`config.mk`:
```
export PLATFORM = sky130hd
export DESIGN_NAME = gd_down_timer
export DESIGN_NICKNAME = d
export VERILOG_FILES = /design/src/rtl/gd_down_timer.sv
export SDC_FILE = /design/constraint.sdc
export NUM_CORES = 1
export LEC_CHECK = 0
export ABC_CLOCK_PERIOD_IN_PS = 2200
export BUFFER_PORTS_ARGS = -buffer_cell sky130_fd_sc_hd__buf_2
export CAP_MARGIN = 20
export CORE_MARGIN = 2
export CORE_UTILIZATION = 35
export CTS_BUF_LIST = sky130_fd_sc_hd__clkbuf_8
export DETAILED_ROUTE_END_ITERATION = 10
export SYNTH_ARGS = -nofsm -noshare
export SYNTH_HDL_FRONTEND = slang
export SYNTH_SLANG_ARGS = --single-unit
```
`constraint.sdc`:
```
create_clock -name clk -period 2.2 [get_ports clk]
set_input_delay 0.66 -clock clk [delete_from_list [all_inputs] [get_ports clk]]
set_output_delay 0.66 -clock clk [all_outputs]
set_load 0.01 [all_outputs]
```
`src/rtl/gd_down_timer.sv`:
```
// gd_down_timer: loadable down-counting timer with one-shot/periodic modes,
// pause enable and one-cycle expiry pulse. Define GD_DOWN_TIMER_PRESCALER_EN
// to divide decrement ticks by PRESCALE.
module gd_down_timer #(
    parameter int BITS     = 10,
    parameter int PRESCALE = 4
) (
    input  logic            clk,
    input  logic            reset,
    input  logic            start,
    input  logic            stop,
    input  logic            enable,
    input  logic            periodic,
    input  logic [BITS-1:0] load_value,
    output logic [BITS-1:0] count,
    output logic            busy,
    output logic            expired
);
    typedef enum logic {IDLE, RUN} state_t;

    state_t          state, state_n;
    logic [BITS-1:0] count_n, reload, reload_n;
    logic            mode, mode_n, expired_n;
    logic            tick;

`ifdef GD_DOWN_TIMER_PRESCALER_EN
    localparam int PW = $clog2(PRESCALE);

    logic [PW-1:0] pre;
    logic          clr_pre;

    assign tick    = enable && (pre == PW'(PRESCALE - 1));
    assign clr_pre = stop || start || (state == RUN && tick && count == BITS'(1) && !mode);

    // prescaler: advances on enabled RUN cycles, wraps on tick, clears on start/stop/one-shot expiry
    always_ff @(posedge clk or posedge reset) begin
        if (reset)
            pre <= '0;
        else if (clr_pre)
            pre <= '0;
        else if (state == RUN && enable)
            pre <= tick ? '0 : pre + PW'(1);
    end
`else
    assign tick = enable;
`endif

    // next-state: stop beats start beats decrement; expiry pulse defaults low
    always_comb begin
        state_n   = state;
        count_n   = count;
        reload_n  = reload;
        mode_n    = mode;
        expired_n = 1'b0;
        if (stop) begin
            state_n = IDLE;
            count_n = '0;
        end else if (start) begin
            if (load_value == '0) begin
                state_n   = IDLE;
                count_n   = '0;
                expired_n = 1'b1;
            end else begin
                state_n  = RUN;
                count_n  = load_value;
                reload_n = load_value;
                mode_n   = periodic;
            end
        end else if (state == RUN && tick) begin
            if (count == BITS'(1)) begin
                expired_n = 1'b1;
                count_n   = mode ? reload : '0;
                state_n   = mode ? RUN : IDLE;
            end else begin
                count_n = count - BITS'(1);
            end
        end
    end

    // registered state and outputs; busy mirrors the next state so it is a clean flop
    always_ff @(posedge clk or posedge reset) begin
        if (reset) begin
            state   <= IDLE;
            count   <= '0;
            reload  <= '0;
            mode    <= 1'b0;
            busy    <= 1'b0;
            expired <= 1'b0;
        end else begin
            state   <= state_n;
            count   <= count_n;
            reload  <= reload_n;
            mode    <= mode_n;
            busy    <= (state_n == RUN);
            expired <= expired_n;
        end
    end
endmodule

```
==> qor.yml, run 1 <==
clock_tree:
  clockRootBuffer: "clkbuf_8"
  clkLatencyLatePin_ps: 260
  cts.clk_slew.worst_paths_ps: 80
  htree_levels: 1
  post_cts_buffers: 0
  cts_buffers: 3
  cts_resized: 0
  hold_buffers: 0
  cts_tree: "yes"
  cts_buffer_depth: 2
  cts.sinks: 23
routing:
  drc: 0
  wl_met1_mm: 1.643
  vias_per_cell: 5.942
  wl_mm: 3.710
  firstDrtPassIters: 4
  vias: 1343
  wl_per_cell_um: 16.42
  ant_nets: 0
  dr_wl_met2_mm: 1.761
  maxUsedRoutingLayer: "met4"
  dr_wl_met3_um: 223
  drt-initial-drc-count: 91
layout:
  area_delta_synth_final_pct: 18.33
  antenna_cells: 0
  layout.cells.non_filler: 226
  fillers: 386
  layout-drive-gt1-share: 0.3011
  final_nets: 195
power:
  ir_worst_vdd_v: 0.0004305
  p_leak_nw: 0.7387
  internal_power_mw: 0.7445
  p_seq_frac: 0.467
  power_frac_comb: 0.298
  swShare: 0.3261
  powerDensity_mw_per_mm2: 663.9
  p_clk_frac: 0.235
  p_sw_mw: 0.3603
job:
  cap_violations: 0
worst_setup_path:
  crit_path_end_kind: "register"
  crit_type: "register to register"
  crit_arrival_ps: 2200
  required_ps: 2370
  cp-start-kind: "register"
  critPathMaxFanout: 4
synth:
  avgSynthCellArea_um2: 9.974
  ys_seq_area_frac: 0.4093
  muxShareOfSynthArea: 0.04004
  synth_compound_area_frac: 0.2758
  synth-simple-area-share: 0.1619
  syn-num-nets: 159
  synth_cell_type_count: 45
  synth_edf_count: 0
  synth-async-reset-ratio: 1.000
  synth_area_leaders: "dfrtp_1, a31oi_1, mux2_2, a311oi_1, clkbuf_8"
  synth_xor_area_frac: 0.01246
  ys_ff_latch: 23
  yosysTopAreaCellShare: 0.4093
  synth_warnings: 0
  synth_flop_cell: "dfrtp_1"
  synthCells: 141
  synth_top_family_by_area: "compound AO/OA/AOI/OAI gates"
  synth_fa_ha_area_frac: 0.01779
  synth.largest_area_cell: "dfrtp_1"
  synth_area_mm2: 0.001406
floorplan:
  start_util: 0.3567
  die_area_mm2: 0.004541
  num_rows: 23
  core_mm2: 0.003943
  die_h_um: 67.39
  die_x_um: 67.39
  io_pins: 28
place:
  io_buffers: 27
  place.detailed.hpwl_mm: 2.718
  gp_congestion: 0.8456
  place_inst: 222
grt:
  grt_max_degree: 24
  grt_pass1_vias: 1270
  grt.total_usage: 0.1815
  grt_antenna_before_repair: 0
  grt_pass1_wl_mm: 6.258
  grt_overflow: 0
hold_path:
  hold_path.class: "primary input to asynchronous set/reset pin"
sta:
  fin_crit_ps: 2022
  hold_viol: 0
  fmax_mhz: 494.6
  setup_tns_ps: 0
  tightest_slew_ps: 556.6
  timing.final.crit_share: 0.9190
  setup_viol: 0
  maxSlewViolCount: 0
  rsz0062_at_grt: "false"
  slew-limit-headroom: 0.6276
  clock_skew_ps: 2.559
run_status:
  outcome: "finished clean"
[power by group through the flow]
stage	logic [mW]	registers, mW	clock network, mW
after global placement	0.321	0.523	0
after global routing	0.366	0.522	0.288
after detailed placement	0.325	0.524	0
after CTS	0.328	0.515	0.268
after floorplan	0.204	0.525	0
final	0.330	0.516	0.259
[metal layers]
layer	GRT usage	vias up
met3	0.02500	10
met1	0.2584	652
met2	0.2834	63
li1	-	618
met5	0	-
met4	0.06122	0
[cell families (layout without fill, tap and decap cells)]
kind of cell             after synthesis  count (layout)
adder cells (fa/ha/maj)                2               2
AO/OA/AOI/OAI                         53              53
multiplexers                           5               5
buffers and inverters                 19              54
XOR/XNOR                               2               2
AND/OR/NAND/NOR                       37              37
flip-flops                            23              23
[worst max-delay path: stages, from the launching register on]
cell and delay (ps):
dfrtp_1 380, inv_1 70, ha_1 150, or4b_4 480, or3_1 320, a211o_1 310
a221oi_2 230
[placed cells by master (no fill, tap or decap), types with 2 or more instances in the layout]
| cell type | n |
|---|---|
| or3_1 | 2 |
| buf_4 | 12 |
| xnor2_1 | 2 |
| a311oi_1 | 5 |
| a21oi_1 | 5 |
| a22o_1 | 4 |
| a31oi_1 | 8 |
| nor2b_1 | 3 |
| nand3_1 | 2 |
| ha_1 | 2 |
| o21ai_0 | 7 |
| nand4_1 | 3 |
| a22oi_1 | 4 |
| buf_2 | 27 |
| clkbuf_8 | 3 |
| mux2_2 | 4 |
| inv_1 | 12 |
| nor3_1 | 6 |
| nor2_1 | 4 |
| o21ai_1 | 4 |
| a221oi_1 | 2 |
| and3_1 | 2 |
| nand2_1 | 8 |
| dfrtp_1 | 23 |
| nor4_1 | 2 |
[sequential cells by signal, indices dropped and copies added, names as in the netlist]
signal	count
count	10
state	1
expired	1
mode	1
reload	10
[synthesized netlist by cell type, types with 4 or more instances]
master    count
mux2_2        4
dfrtp_1      23
o21ai_0       7
o21ai_1       4
inv_1        11
a31oi_1       8
nand2_1       8
a22oi_1       4
a22o_1        4
nor3_1        6
a311oi_1      5
nor2_1        4
a21oi_1       5
[layout make-up]
cell class,instances,area (µm²),area share
Inverter,11,41.29,0.02481
Clock inverter,1,3.754,0.002256
Multi-Input combinational cell,99,714.4,0.4293
Tap cell,50,62.56,0.03759
Sequential cell,23,575.6,0.3459
Timing Repair Buffer,39,225.2,0.1353
Clock buffer,3,41.29,0.02481
[path summary, 6_finish.rpt]
path | from | to | slack [ps] | cells past startpoint
min reg2reg | reload[6]$_DFFE_PP0P_ | reload[6]$_DFFE_PP0P_ | 510 | 1
min | reset | reload[3]$_DFFE_PP0P_ | 420 | 3
max reg2reg | count[1]$_DFFE_PP0P_ | count[6]$_DFFE_PP0P_ | 180 | 6
min in group clk | reload[6]$_DFFE_PP0P_ | reload[6]$_DFFE_PP0P_ | 510 | 1
max in group asynchronous | reset | count[9]$_DFFE_PP0P_ | 1540 | 3
max | count[1]$_DFFE_PP0P_ | count[6]$_DFFE_PP0P_ | 180 | 6
[per-stage QoR]
stage	hold WS, ps	worst slack [ps]	cell area [µm²]	total power [mW]	util
3_3_place_gp	490.2	254.5	1619	0.8441	0.4107
5_1_grt	446.2	93.76	1664	1.175	0.4221
3_5_place_dp	490.8	200.0	1619	0.8492	0.4107
2_1_floorplan	465.8	101.9	1406	0.7290	-
4_1_cts	435.1	180.1	1664	1.111	0.4221
6_report	423.6	178.3	1664	1.105	0.4221
Note: power is estimated with default switching activity, not from simulation.
==> run 2: changes to the inputs <==
- CELL_PAD_IN_SITES_DETAIL_PLACEMENT: default -> 1
- CELL_PAD_IN_SITES_GLOBAL_PLACEMENT: default -> 1
- PLACE_DENSITY_LB_ADDON: default -> 0.1
==> run 2 against run 1 <==
Net effect:
- power up 2.1%
- highest routed layer unchanged
- largest power group unchanged
- first-iteration DRC count fell by 48%
- final area rose by 1.7%
- sequential power barely moved
- clock power is 3% higher
- sequential share of layout area decreased by 0.56 points
- critical path type unchanged
- largest cell class unchanged
==> qor.yml, run 2 (synthesized netlist as in run 1, its figures left out) <==
sta:
  setup_viol: 0
  fin_crit_ps: 2006
  rsz0062_at_grt: "false"
  hold_viol: 0
  clock_skew_ps: 3.365
  fmax_mhz: 498.6
  timing.final.crit_share: 0.9117
  tightest_slew_ps: 588.5
  setup_tns_ps: 0
  maxSlewViolCount: 0
  slew-limit-headroom: 0.6062
layout:
  area_delta_synth_final_pct: 20.28
  reg.largest.list: "count x10, reload x10"
  final_nets: 197
  final_common_cell: "buf_2"
  fillers: 463
  layout_common_cells: "buf_2, dfrtp_1, buf_4, inv_1"
  layout.cells.non_filler: 228
  antenna_cells: 0
  layout-drive-gt1-share: 0.3090
place:
  place_inst: 224
  gp_congestion: 0.7948
  io_buffers: 27
  place.detailed.hpwl_mm: 3.235
worst_setup_path:
  ff2ff_path_depth: 6
  critPathBufInv: 1
  ff2ff_setup_slack_ps: 190
  crit_family: "simple AND/OR/NAND/NOR gates"
  cp.depth: 6
  crit_start: "count[1]$_DFFE_PP0P_"
  required_ps: 2390
  crit_arrival_ps: 2190
  cpPeakStageDelay_ps: 490
  reg2reg_to: "count[6]$_DFFE_PP0P_"
  slowest_stage: "or4b_4"
  crit_chain: "inv_1, ha_1, or4b_4, or3_1, a211o_1, a221oi_2"
  cp-start-kind: "register"
  critPathMaxFanout: 4
  cp-endpoint: "count[6]$_DFFE_PP0P_"
  regToRegStartpoint: "count[1]$_DFFE_PP0P_"
  crit_type: "register to register"
  crit_path_end_kind: "register"
clock_tree:
  cts.sinks: 23
  htree_levels: 1
  cts_resized: 0
  cts.clk_slew.worst_paths_ps: 80
  cts_tree: "yes"
  cts_buffers: 3
  clkLatencyLatePin_ps: 270
  hold_buffers: 0
  clockRootBuffer: "clkbuf_8"
  cts_buffer_depth: 2
  post_cts_buffers: 0
routing:
  vias: 1320
  wl_per_cell_um: 18.93
  drt-initial-drc-count: 47
  firstDrtPassIters: 4
  wl_mm: 4.315
  maxUsedRoutingLayer: "met4"
  dr_wl_met3_um: 95
  ant_nets: 0
  wl_met1_mm: 2.064
  vias_per_cell: 5.789
  drc: 0
  dr_wl_met2_mm: 2.099
grt:
  grt_pass1_wl_mm: 6.989
  grt_pass1_vias: 1319
  grt.total_usage: 0.2095
  grt_overflow: 0
  grt_max_degree: 24
  grt_antenna_before_repair: 0
power:
  ir_worst_vdd_v: 0.0002711
  powerDensity_mw_per_mm2: 667.0
  p_leak_nw: 0.7526
run_status:
  outcome: "finished clean"
floorplan:
  die_h_um: 67.39
  die_area_mm2: 0.004541
  die_x_um: 67.39
  io_pins: 28
  core_mm2: 0.003943
  num_rows: 23
  start_util: 0.3567
job:
  cap_violations: 0
hold_path:
  hold_path.class: "primary input to asynchronous set/reset pin"
==> run 2: cell count changes in the layout (fill, tap and decap cells not counted) <==
cell,before,now
buf_4,12,13
buf_12,0,1
==> run 2: worst min-delay path by stage <==
stage          depth (start not counted)  slack, ps               endpoint                  start
6_report                               3        420   count[2]$_DFFE_PP0P_                  reset
5_1_grt                                3        450   count[2]$_DFFE_PP0P_                  reset
4_1_cts                                3        430   count[2]$_DFFE_PP0P_                  reset
3_5_place_dp                           1        500  reload[6]$_DFFE_PP0P_  reload[6]$_DFFE_PP0P_
3_3_place_gp                           1        490  reload[6]$_DFFE_PP0P_  reload[6]$_DFFE_PP0P_
2_1_floorplan                          1        470  reload[0]$_DFFE_PP0P_  reload[0]$_DFFE_PP0P_
==> run 2: metrics by stage <==
stage | power, mW | setup slack, ps | area, µm² | utilization | hold slack [ps]
3_5_place_dp | 0.8704 | 172.9 | 1647 | 0.4176 | 495.0
6_report | 1.128 | 194.3 | 1692 | 0.4291 | 424.8
2_1_floorplan | 0.7290 | 101.9 | 1406 | - | 465.8
5_1_grt | 1.203 | 96.53 | 1692 | 0.4291 | 453.9
3_3_place_gp | 0.8620 | 178.3 | 1647 | 0.4176 | 490.9
4_1_cts | 1.142 | 183.9 | 1692 | 0.4291 | 427.8
==> run 2: final cells by class <==
class | count | area, µm² | area share
multi-input cells | 99 | 714.4 | 0.4223
well taps | 50 | 62.56 | 0.03698
flip-flops and latches | 23 | 575.6 | 0.3402
clock inverters | 1 | 3.754 | 0.002219
repair buffers | 41 | 252.7 | 0.1494
inverters | 11 | 41.29 | 0.02441
clock buffers | 3 | 41.29 | 0.02441
==> run 2: where the power goes <==
part | internal, mW | switching, mW | leakage (nW)
clock | 0.125 | 0.141 | 0.0269
combinational | 0.156 | 0.192 | 0.436
sequential | 0.470 | 0.0446 | 0.290
total | 0.751 | 0.377 | 0.753
==> run 2: routing by layer <==
metal,GRT usage,up-vias
met5,0,-
met4,0.06888,0
met3,0.02000,5
met2,0.3527,19
met1,0.2823,673
li1,-,623
==> run 2: worst register-to-register path: stages, from the launching register on <==
cell	delay [ps]
dfrtp_1	380
inv_1	80
ha_1	150
or4b_4	490
or3_1	320
a211o_1	310
a221oi_2	200
